<file path="config.mk">
export PLATFORM = sky130hd
export DESIGN_NAME = lsu_align_unit_flat
export DESIGN_NICKNAME = d
export VERILOG_FILES = /design/src/rtl/lsu_align_unit_if.sv /design/src/rtl/lsu_align_unit.sv /design/src/flat_wrapper.sv
export SDC_FILE = /design/constraint.sdc
export NUM_CORES = 1
export LEC_CHECK = 0
export CORE_ASPECT_RATIO = 1.1
export CORE_MARGIN = 3
export CORE_UTILIZATION = 51
export CTS_CLUSTER_SIZE = 14
export DETAILED_ROUTE_END_ITERATION = 8
export PLACE_DENSITY = 0.8
export SYNTH_ARGS = -nofsm -noshare
export SYNTH_HDL_FRONTEND = slang
export SYNTH_SLANG_ARGS = --single-unit
export TNS_END_PERCENT = 100
</file>
<file path="constraint.sdc">
create_clock -name clk -period 3.6 [get_ports clk]
set_input_delay 0.72 -clock clk [delete_from_list [all_inputs] [get_ports clk]]
set_output_delay 0.72 -clock clk [all_outputs]
set_load 0.01 [all_outputs]
</file>
<file path="src/rtl/lsu_align_unit_if.sv">
// lsu_align_unit_if: data-memory beat port between the LSU alignment unit and memory
// Signals:
//   mem_req, mem_we, mem_addr, mem_be, mem_wdata   unit -> memory (one beat, held until mem_gnt)
//   mem_gnt, mem_rvalid, mem_rdata                 memory -> unit
// Modports: master (alignment unit), slave (memory)
interface lsu_align_unit_if #(
    parameter int XLEN = 32
);
    localparam int NB = XLEN / 8;
    logic            mem_req;
    logic            mem_we;
    logic [XLEN-1:0] mem_addr;
    logic [NB-1:0]   mem_be;
    logic [XLEN-1:0] mem_wdata;
    logic            mem_gnt;
    logic            mem_rvalid;
    logic [XLEN-1:0] mem_rdata;
    modport master (
        output mem_req, mem_we, mem_addr, mem_be, mem_wdata,
        input  mem_gnt, mem_rvalid, mem_rdata
    );
    modport slave (
        input  mem_req, mem_we, mem_addr, mem_be, mem_wdata,
        output mem_gnt, mem_rvalid, mem_rdata
    );
endinterface

</file>
<file path="src/rtl/lsu_align_unit.sv">
// lsu_align_unit: MEM-stage load/store alignment between the pipeline request and the data-memory port
// Ports:
//   clk, rst_n            rising-edge clock, asynchronous active-low reset
//   req_valid/req_ready   request handshake; req_write, req_fun3, req_addr, req_wdata latched on accept
//   rsp_valid             one-cycle completion pulse with rsp_rdata (extended load data) and rsp_err
//   stall_MEM             holds the pipeline while an access is in flight
//   mem                   master side of the data-memory beat port
module lsu_align_unit #(
    parameter int XLEN               = 32,
    parameter bit SUPPORT_MISALIGNED = 1'b1
) (
    input  logic             clk,
    input  logic             rst_n,
    input  logic             req_valid,
    output logic             req_ready,
    input  logic             req_write,
    input  logic [2:0]       req_fun3,
    input  logic [XLEN-1:0]  req_addr,
    input  logic [XLEN-1:0]  req_wdata,
    output logic             rsp_valid,
    output logic [XLEN-1:0]  rsp_rdata,
    output logic             rsp_err,
    output logic             stall_MEM,
    lsu_align_unit_if.master mem
);
    localparam int NB = XLEN / 8;
    localparam int OW = $clog2(NB);
    localparam logic [2:0] IDLE = 3'd0, REQ1 = 3'd1, WAIT1 = 3'd2, REQ2 = 3'd3, WAIT2 = 3'd4, RESP = 3'd5;

    logic [2:0]        state_q, state_d;
    logic              write_q, write_d;
    logic [2:0]        fun3_q, fun3_d;
    logic [XLEN-1:0]   addr_q, addr_d;
    logic [XLEN-1:0]   wdata_q, wdata_d;
    logic              cross_q, cross_d;
    logic              err_q, err_d;
    logic [XLEN-1:0]   beat0_q, beat0_d;
    logic [XLEN-1:0]   beat1_q, beat1_d;
    logic              mem_req_q, mem_req_d;
    logic              mem_we_q, mem_we_d;
    logic [XLEN-1:0]   mem_addr_q, mem_addr_d;
    logic [NB-1:0]     mem_be_q, mem_be_d;
    logic [XLEN-1:0]   mem_wdata_q, mem_wdata_d;

    logic              accept, fire, in_cross, in_illegal, reject;
    logic [4:0]        in_end;
    logic [OW-1:0]     off;
    logic [NB-1:0]     size_mask;
    logic [2*NB-1:0]   be_wide;
    logic [2*XLEN-1:0] wd_wide;
    logic [XLEN-1:0]   line_addr, raw, lo_mask, top_bit, ext;

    assign accept     = req_valid && state_q == IDLE;
    assign fire       = mem_req_q && mem.mem_gnt;
    assign in_end     = 5'(req_addr[OW-1:0]) + (5'd1 << req_fun3[1:0]);
    assign in_cross   = in_end > 5'(NB);
    assign in_illegal = (req_fun3[1:0] == 2'd3 && XLEN == 32) || (req_write && req_fun3[2]) || req_fun3 == 3'b111;
    assign reject     = in_illegal || (in_cross && !SUPPORT_MISALIGNED);

    // Both beats come from one double-width shift: the low half is beat 1, the high half is what spilled into beat 2.
    assign off       = addr_q[OW-1:0];
    assign size_mask = NB'((16'd1 << (5'd1 << fun3_q[1:0])) - 16'd1);
    assign be_wide   = {{NB{1'b0}}, size_mask} << off;
    assign wd_wide   = {{XLEN{1'b0}}, wdata_q} << {off, 3'b000};
    assign line_addr = {addr_q[XLEN-1:OW], {OW{1'b0}}};

    // Load data: splice the beats, keep the access width, then fill the upper bits from the access's top bit.
    assign raw     = XLEN'({cross_q ? beat1_q : {XLEN{1'b0}}, beat0_q} >> {off, 3'b000});
    assign lo_mask = (XLEN'(1) << (7'd8 << fun3_q[1:0])) - XLEN'(1);
    assign top_bit = lo_mask & ~(lo_mask >> 1);
    assign ext     = (raw & lo_mask) | ((!fun3_q[2] && |(raw & top_bit)) ? ~lo_mask : '0);

    always_comb begin
        state_d = state_q;
        case (state_q)
            IDLE:    if (accept) state_d = reject ? RESP : REQ1;
            REQ1:    if (fire) state_d = !write_q ? WAIT1 : (cross_q ? REQ2 : RESP);
            WAIT1:   if (mem.mem_rvalid) state_d = cross_q ? REQ2 : RESP;
            REQ2:    if (fire) state_d = write_q ? RESP : WAIT2;
            WAIT2:   if (mem.mem_rvalid) state_d = RESP;
            default: state_d = IDLE;
        endcase
    end

    // mem_* are registered: a beat is raised the cycle after entering REQ1/REQ2 and dropped the cycle after gnt.
    always_comb begin
        write_d     = accept ? req_write : write_q;
        fun3_d      = accept ? req_fun3 : fun3_q;
        addr_d      = accept ? req_addr : addr_q;
        wdata_d     = accept ? req_wdata : wdata_q;
        cross_d     = accept ? in_cross : cross_q;
        err_d       = accept ? reject : err_q;
        beat0_d     = (state_q == WAIT1 && mem.mem_rvalid) ? mem.mem_rdata : beat0_q;
        beat1_d     = (state_q == WAIT2 && mem.mem_rvalid) ? mem.mem_rdata : beat1_q;
        mem_req_d   = (state_q == REQ1 || state_q == REQ2) && !fire;
        mem_we_d    = mem_req_d && write_q;
        mem_addr_d  = !mem_req_d ? '0 : (state_q == REQ2) ? line_addr + XLEN'(NB) : line_addr;
        mem_be_d    = !mem_req_d ? '0 : (state_q == REQ2) ? be_wide[2*NB-1:NB] : be_wide[NB-1:0];
        mem_wdata_d = !mem_req_d ? '0 : (state_q == REQ2) ? wd_wide[2*XLEN-1:XLEN] : wd_wide[XLEN-1:0];
    end

    always_ff @(posedge clk or negedge rst_n) begin
        if (!rst_n) begin
            state_q     <= IDLE;
            write_q     <= 1'b0;
            fun3_q      <= '0;
            addr_q      <= '0;
            wdata_q     <= '0;
            cross_q     <= 1'b0;
            err_q       <= 1'b0;
            beat0_q     <= '0;
            beat1_q     <= '0;
            mem_req_q   <= 1'b0;
            mem_we_q    <= 1'b0;
            mem_addr_q  <= '0;
            mem_be_q    <= '0;
            mem_wdata_q <= '0;
        end else begin
            state_q     <= state_d;
            write_q     <= write_d;
            fun3_q      <= fun3_d;
            addr_q      <= addr_d;
            wdata_q     <= wdata_d;
            cross_q     <= cross_d;
            err_q       <= err_d;
            beat0_q     <= beat0_d;
            beat1_q     <= beat1_d;
            mem_req_q   <= mem_req_d;
            mem_we_q    <= mem_we_d;
            mem_addr_q  <= mem_addr_d;
            mem_be_q    <= mem_be_d;
            mem_wdata_q <= mem_wdata_d;
        end
    end

    assign req_ready     = state_q == IDLE;
    assign rsp_valid     = state_q == RESP;
    assign rsp_err       = rsp_valid && err_q;
    assign rsp_rdata     = (rsp_valid && !write_q && !err_q) ? ext : '0;
    assign stall_MEM     = !req_ready && !rsp_valid;
    assign mem.mem_req   = mem_req_q;
    assign mem.mem_we    = mem_we_q;
    assign mem.mem_addr  = mem_addr_q;
    assign mem.mem_be    = mem_be_q;
    assign mem.mem_wdata = mem_wdata_q;
endmodule
</file>
<file path="src/flat_wrapper.sv">
// flat-port wrapper written by rule: the top's interface ports become plain ports
module lsu_align_unit_flat 
#(
    parameter int XLEN               = 32,
    parameter bit SUPPORT_MISALIGNED = 1'b1
)
  (clk, rst_n, req_valid, req_ready, req_write, req_fun3, req_addr, req_wdata, rsp_valid, rsp_rdata, rsp_err, stall_MEM, mem_mem_req, mem_mem_we, mem_mem_addr, mem_mem_be, mem_mem_wdata, mem_mem_gnt, mem_mem_rvalid, mem_mem_rdata);
  lsu_align_unit_if #(.XLEN(XLEN)) mem_i ();
  input  logic clk;
  input  logic rst_n;
  input  logic req_valid;
  output logic req_ready;
  input  logic req_write;
  input  logic [2:0] req_fun3;
  input  logic [XLEN-1:0] req_addr;
  input  logic [XLEN-1:0] req_wdata;
  output logic rsp_valid;
  output logic [XLEN-1:0] rsp_rdata;
  output logic rsp_err;
  output logic stall_MEM;
  output wire logic [$bits(mem_i.mem_req)-1:0] mem_mem_req;
  output wire logic [$bits(mem_i.mem_we)-1:0] mem_mem_we;
  output wire logic [$bits(mem_i.mem_addr)-1:0] mem_mem_addr;
  output wire logic [$bits(mem_i.mem_be)-1:0] mem_mem_be;
  output wire logic [$bits(mem_i.mem_wdata)-1:0] mem_mem_wdata;
  input wire logic [$bits(mem_i.mem_gnt)-1:0] mem_mem_gnt;
  input wire logic [$bits(mem_i.mem_rvalid)-1:0] mem_mem_rvalid;
  input wire logic [$bits(mem_i.mem_rdata)-1:0] mem_mem_rdata;
  assign mem_mem_req = mem_i.mem_req;
  assign mem_mem_we = mem_i.mem_we;
  assign mem_mem_addr = mem_i.mem_addr;
  assign mem_mem_be = mem_i.mem_be;
  assign mem_mem_wdata = mem_i.mem_wdata;
  assign mem_i.mem_gnt = mem_mem_gnt;
  assign mem_i.mem_rvalid = mem_mem_rvalid;
  assign mem_i.mem_rdata = mem_mem_rdata;
  lsu_align_unit #(.XLEN(XLEN), .SUPPORT_MISALIGNED(SUPPORT_MISALIGNED)) u_core (.clk(clk), .rst_n(rst_n), .req_valid(req_valid), .req_ready(req_ready), .req_write(req_write), .req_fun3(req_fun3), .req_addr(req_addr), .req_wdata(req_wdata), .rsp_valid(rsp_valid), .rsp_rdata(rsp_rdata), .rsp_err(rsp_err), .stall_MEM(stall_MEM), .mem(mem_i));
endmodule
</file>
# Yosys cells after proc, flatten, opt, wreduce, memory -nomap -nowiden
# Index checks and enable logic that the tools add are counted.
# totals
word_cells	88
input_bits	105
out_inout_bits	106
reg_bits	207
# op_classes
mux	19
shift	8
reduce_logical	24
add_sub_neg	4
n_lt_le_gt_ge	1
n_eq_ne	12
n_bitwise	6
# op_table
cell	count
$mux W32	7
$and A32 B32 Y32	3
$shl A32 B5 Y64	1
$shr A64 B5 Y32	1
$add A32 B3 Y32 const B	1
$not A31 Y32	1
$not A32 Y32	1
$or A32 B32 Y32	1
$reduce_or A32 Y1	1
$shl A1 B7 Y32 const A	1
$sub A32 B2 Y32 const B	1
$mux W3	8
$pmux W3 S5	1
$logic_and A1 B1 Y1	12
$shl A1 B2 Y5 const A	2
$eq A3 B3 Y1 const B	3
$mux W4	2
$shl A4 B2 Y8	1
$shl A4 B2 Y7 const A	1
$eq A3 B2 Y1 const B	2
$logic_not A1 Y1	6
$ne A2 B2 Y1 const B	3
$add A2 B5 Y5	1
$gt A5 B3 Y1 const B	1
other kinds (9)	12

# Longest topological paths before layout
# logic_depth
word_depth	11
mapped_depth	8
ltp_nobuf	7

# Worst setup path after synthesis
# Ideal clock, no wire load.
# synth_timing
path_type	register to output
startpoint	register u_core.fun3_q[1]
endpoint	output port rsp_rdata[16]
required_ns	2.880
path_stages_with_launch	8
slack_ns	0.810
arrival_ns	2.070
n_path_buf	0
path_cell_list	dfrtp_1 > nor2_1 > ha_1 > and2_1 > a221oi_2 > o31ai_2 > nor3_1 > o21ai_0
# synth_between
elab_chain_cells	11
word_cells_on_any_way	13
cone_classes	1 x add/sub; 2 x shift; 2 x mux; 6 x bitwise; 2 x reduce/logical
# synth_lines
element	line	rtl
start: declaration	lsu_align_unit.sv:32	logic [2:0] fun3_q, fun3_d;
start signal: assignment	lsu_align_unit.sv:121	fun3_q <= fun3_d;
$shl A4 B2 Y7 (*)	lsu_align_unit.sv:69	assign lo_mask = (XLEN'(1) << (7'd8 << fun3_q[1:0])) - XLEN'(1);
$shl A1 B7 Y32 (*)	lsu_align_unit.sv:69	
$sub A32 B2 Y32 (*)	lsu_align_unit.sv:69	
$not A31 Y32	lsu_align_unit.sv:70	assign top_bit = lo_mask & ~(lo_mask >> 1);
$and A32 B32 Y32	lsu_align_unit.sv:70	
$and A32 B32 Y32	lsu_align_unit.sv:71	assign ext = (raw & lo_mask) | ((!fun3_q[2] && |(raw & top_bit)) ? ~lo_mask : '0);
$reduce_or A32 Y1	lsu_align_unit.sv:71	
$logic_and A1 B1 Y1	lsu_align_unit.sv:71	
$mux W32	lsu_align_unit.sv:71	
$or A32 B32 Y32 (*)	lsu_align_unit.sv:71	
$mux W32 (*)	lsu_align_unit.sv:139	assign rsp_rdata = (rsp_valid && !write_q && !err_q) ? ext : '0;
end: declaration	flat_wrapper.sv:18	output logic [XLEN-1:0] rsp_rdata;
# Mark *: on every way between the ends. The rest lies on a longest branch, timed or not.

# Final worst setup path
# layout_timing
startpoint	register u_core.addr_q[0]
endpoint	output port rsp_rdata[17]
# layout_between
elab_chain_cells	7
word_cells_on_any_way	8
cone_classes	1 x shift; 2 x mux; 3 x bitwise; 2 x reduce/logical
# layout_lines
element	line	rtl
start: declaration	lsu_align_unit.sv:33	logic [XLEN-1:0] addr_q, addr_d;
start signal: assignment	lsu_align_unit.sv:122	addr_q <= addr_d;
$shr A64 B5 Y32 (*)	lsu_align_unit.sv:68	assign raw = XLEN'({cross_q ? beat1_q : {XLEN{1'b0}}, beat0_q} >> {off, 3'b000});
$and A32 B32 Y32	lsu_align_unit.sv:71	
$reduce_or A32 Y1	lsu_align_unit.sv:71	
$logic_and A1 B1 Y1	lsu_align_unit.sv:71	
$mux W32	lsu_align_unit.sv:71	
$or A32 B32 Y32 (*)	lsu_align_unit.sv:71	
$mux W32 (*)	lsu_align_unit.sv:139	
# Marked as above.

==> metrics.txt <==
# rows=52; Worst R2R Start=u_core.addr_q[1]; r2r setup slk=1190 ps; syn_area_per_cell=11.04 µm²; count of nets after finishing=1195; Cell Chain, Critical Path=buf_12, and4b_1, a221o_1, a21o_1, o311a_4, buf_4, a21o_1, dlygate4sd2_1; initial antenna violation count=0; met2 GRT Util=43.46%; max_cap viols=0; worst-skew pair later-pin latency=430 ps; DRT Pass-1 Iters=5; Post-Syn Instances=882; Max Slew Vio Count=0; Worst Skew=9.862 ps; Ant. Diodes=0; total grt overflow=0; Post-Synthesis Cell Area=0.009738 mm²; global route hottest layer=met2; Via density=5.828; Inserted Clock Buffers=17; Slew Limit Headroom=39.92%; placed cell area=0.01207 mm²; CTS tree=yes; data arrival time of the worst path=2810 ps; fmax=0.2834 GHz; sequential-to-total area share from yosys stat=50.62%; Total Routing Usage GR=25.49%; routability cong.=0.9070; Synth cell types=58; hold buffer count at CTS=0; met3 usage=6.146%; Via Count=7804; die height=150.9 µm; Iteration-0 DRC Markers=561; Layout area overhead=32.15%; Synth Warn #=0; ys flop type=dfrtp_1; dpl hpwl=18250 µm; #FFs+latches synth=197; clk buf depth=2; I/O Buffers=208; Finished Cell Area=0.01287 mm²; fill cell count=1424; crit path from=u_core.addr_q[0]; final wirelength=26390 µm; Setup crit end kind=output pin; crit start category=flip-flop; commonest non-fill, non-tap cell in the layout=dfrtp_1; Post-DRT Antenna Nets=0; status=finished, final reports clean; IO Pins=211; met1 Usage GRT=31.61%; number of global-route vias before repair=7839; die area=0.02079 mm²; Setup Crit Path Kind=reg2out; final period utilization=98.02%; TNS Setup=0 ps; Sinks on Clock Net=197; largest net degree at the start of global routing=66; fin crit period=3529 ps; VDD IR max=493.8 µV; Setup violations, final=0; ratio of cells with drive above 1 in the final layout=18.43%; clock root buffer=clkbuf_16; Final Hold Viols=0; Post-synth EDFFs=0; Worst Path Required=2880 ps; Static Leak=0.005715 µW; Clock Pin Slew Worst Setup and Hold Paths=70 ps; post-route insts no fill=1339; Crit path top cell by count=a21o_1; Post-synth ARST share=100.0%; most frequent cells in the layout=193 x dfrtp_1, 187 x clkdlybuf4s50_1, 110 x mux2_2; Die Wd=137.8 µm; placed cells=1297; Hold Path Class=in2async; utilization of the core after routing=69.40%; Critical Path Max Stage Delay=530 ps; global-route wire length before repair=41140 µm; CP Max Fanout=12; PD cells=872.8 mW/mm²; Core Area=0.01854 mm²; worst slew pin tran=893.0 ps; Post-route DRC=0; Slowest cell on crit path=dfrtp_4; WL per Instance=19.71 µm; H-Tree Depth=4; initial core utilization=52.52%
==> registers in the layout, indices dropped and copies added, names as in the netlist <==
name	flops
u_core.addr_q	32
u_core.beat0_q	32
u_core.beat1_q	24
u_core.cross_q	1
u_core.err_q	1
u_core.fun3_q	3
u_core.mem.mem_addr	30
u_core.mem.mem_be	4
u_core.mem.mem_req	1
u_core.mem.mem_wdata	32
u_core.mem.mem_we	1
u_core.state_q	3
u_core.wdata_q	32
u_core.write_q	1
==> metal layers <==
| layer | wire length [µm] | share of wire (%) | vias to the layer above |
|---|---|---|---|
| met4 | 676 | 2.6 | 0 |
| met1 | 10450 | 40 | 3835 |
| met2 | 13120 | 50 | 348 |
| met3 | 2140 | 8.1 | 49 |
| li1 | - | - | 3572 |
| met5 | 0 | 0 | - |
==> metrics by stage <==
stage	total power [µW]	hold slack, ps	worst slack, ps
finish	11230	256.0	71.18
global route	11930	285.8	-8.567
CTS	11140	272.2	16.21
detailed placement	8993	488.6	153.3
global placement	8827	483.3	236.0
floorplan	7201	424.4	809.6
==> synth_stat cells, drive strengths merged, types with 4 or more instances <==
cell type	n	area, µm²
a211oi	40	300.3
a21o	11	82.58
a21oi	29	145.1
a22oi	15	112.6
and2	15	93.84
and3	6	37.54
and3b	4	35.03
and4	5	43.79
buf	33	173.9
clkbuf	29	108.9
dfrtp	197	4930
ha	4	50.05
inv	23	86.33
mux2	111	1254
mux2i	56	560.5
nand2	56	210.2
nand3	20	100.1
nand4	9	56.30
nor2	59	221.5
nor2b	13	81.33
nor3	12	65.06
nor4	7	58.81
o21ai	45	225.2
o22ai	21	131.4
xnor2	14	122.6
xor2	13	113.9
==> final timing paths <==
path	endpoint	cells after the start
max in group asynchronous	u_core.addr_q[0]	2
setup / recovery	rsp_rdata[17]	8
min in group clk	u_core.beat0_q[1]	1
setup reg to reg	u_core.mem.mem_wdata[20]	5
hold reg to reg	u_core.beat0_q[1]	1
hold / removal	u_core.addr_q[30]	1
==> power by group <==
group          internal, µW  switching [µW]  total (µW)
logic                  2600            2620        5220
clock network          1070             852        1920
registers              3240             843        4080
==> repair_timing <==
item                       in CTS  in global routing
pin swaps                       4                  5
setup endpoints to repair      24                 18
gates resized for setup        20                 21
hold endpoints to repair        0                  0
setup buffers                  10                  2
==> logic make-up after synthesis <==
logic type / count (synthesis) / share of synthesized area, %
fa+ha+maj: 5 / 0.7195
buf+inv: 86 / 3.829
compound gates: 180 / 12.14
simple gates: 217 / 11.13
flops: 197 / 50.62
xor+xnor: 27 / 2.428
mux: 169 / 19.09
other cells: 1 / 0.03851
==> worst max-delay path, delay by kind of cell (launching register included) <==
kind / cells / cell delay [ps]
flops: 1 / 530
compound gates: 4 / 1080
simple gates: 1 / 170
buf+inv: 3 / 600
==> final cells by class <==
class / instances / area, µm² / area share, %
well taps: 243 / 304.0 / 2.363
multi-input cells: 600 / 4516 / 35.09
clock buffers: 19 / 452.9 / 3.520
clock inverters: 11 / 145.1 / 1.128
flip-flops and latches: 197 / 4937 / 38.37
repair buffers: 245 / 2424 / 18.83
inverters: 24 / 90.09 / 0.7000
(Power assumes the default switching activity.)
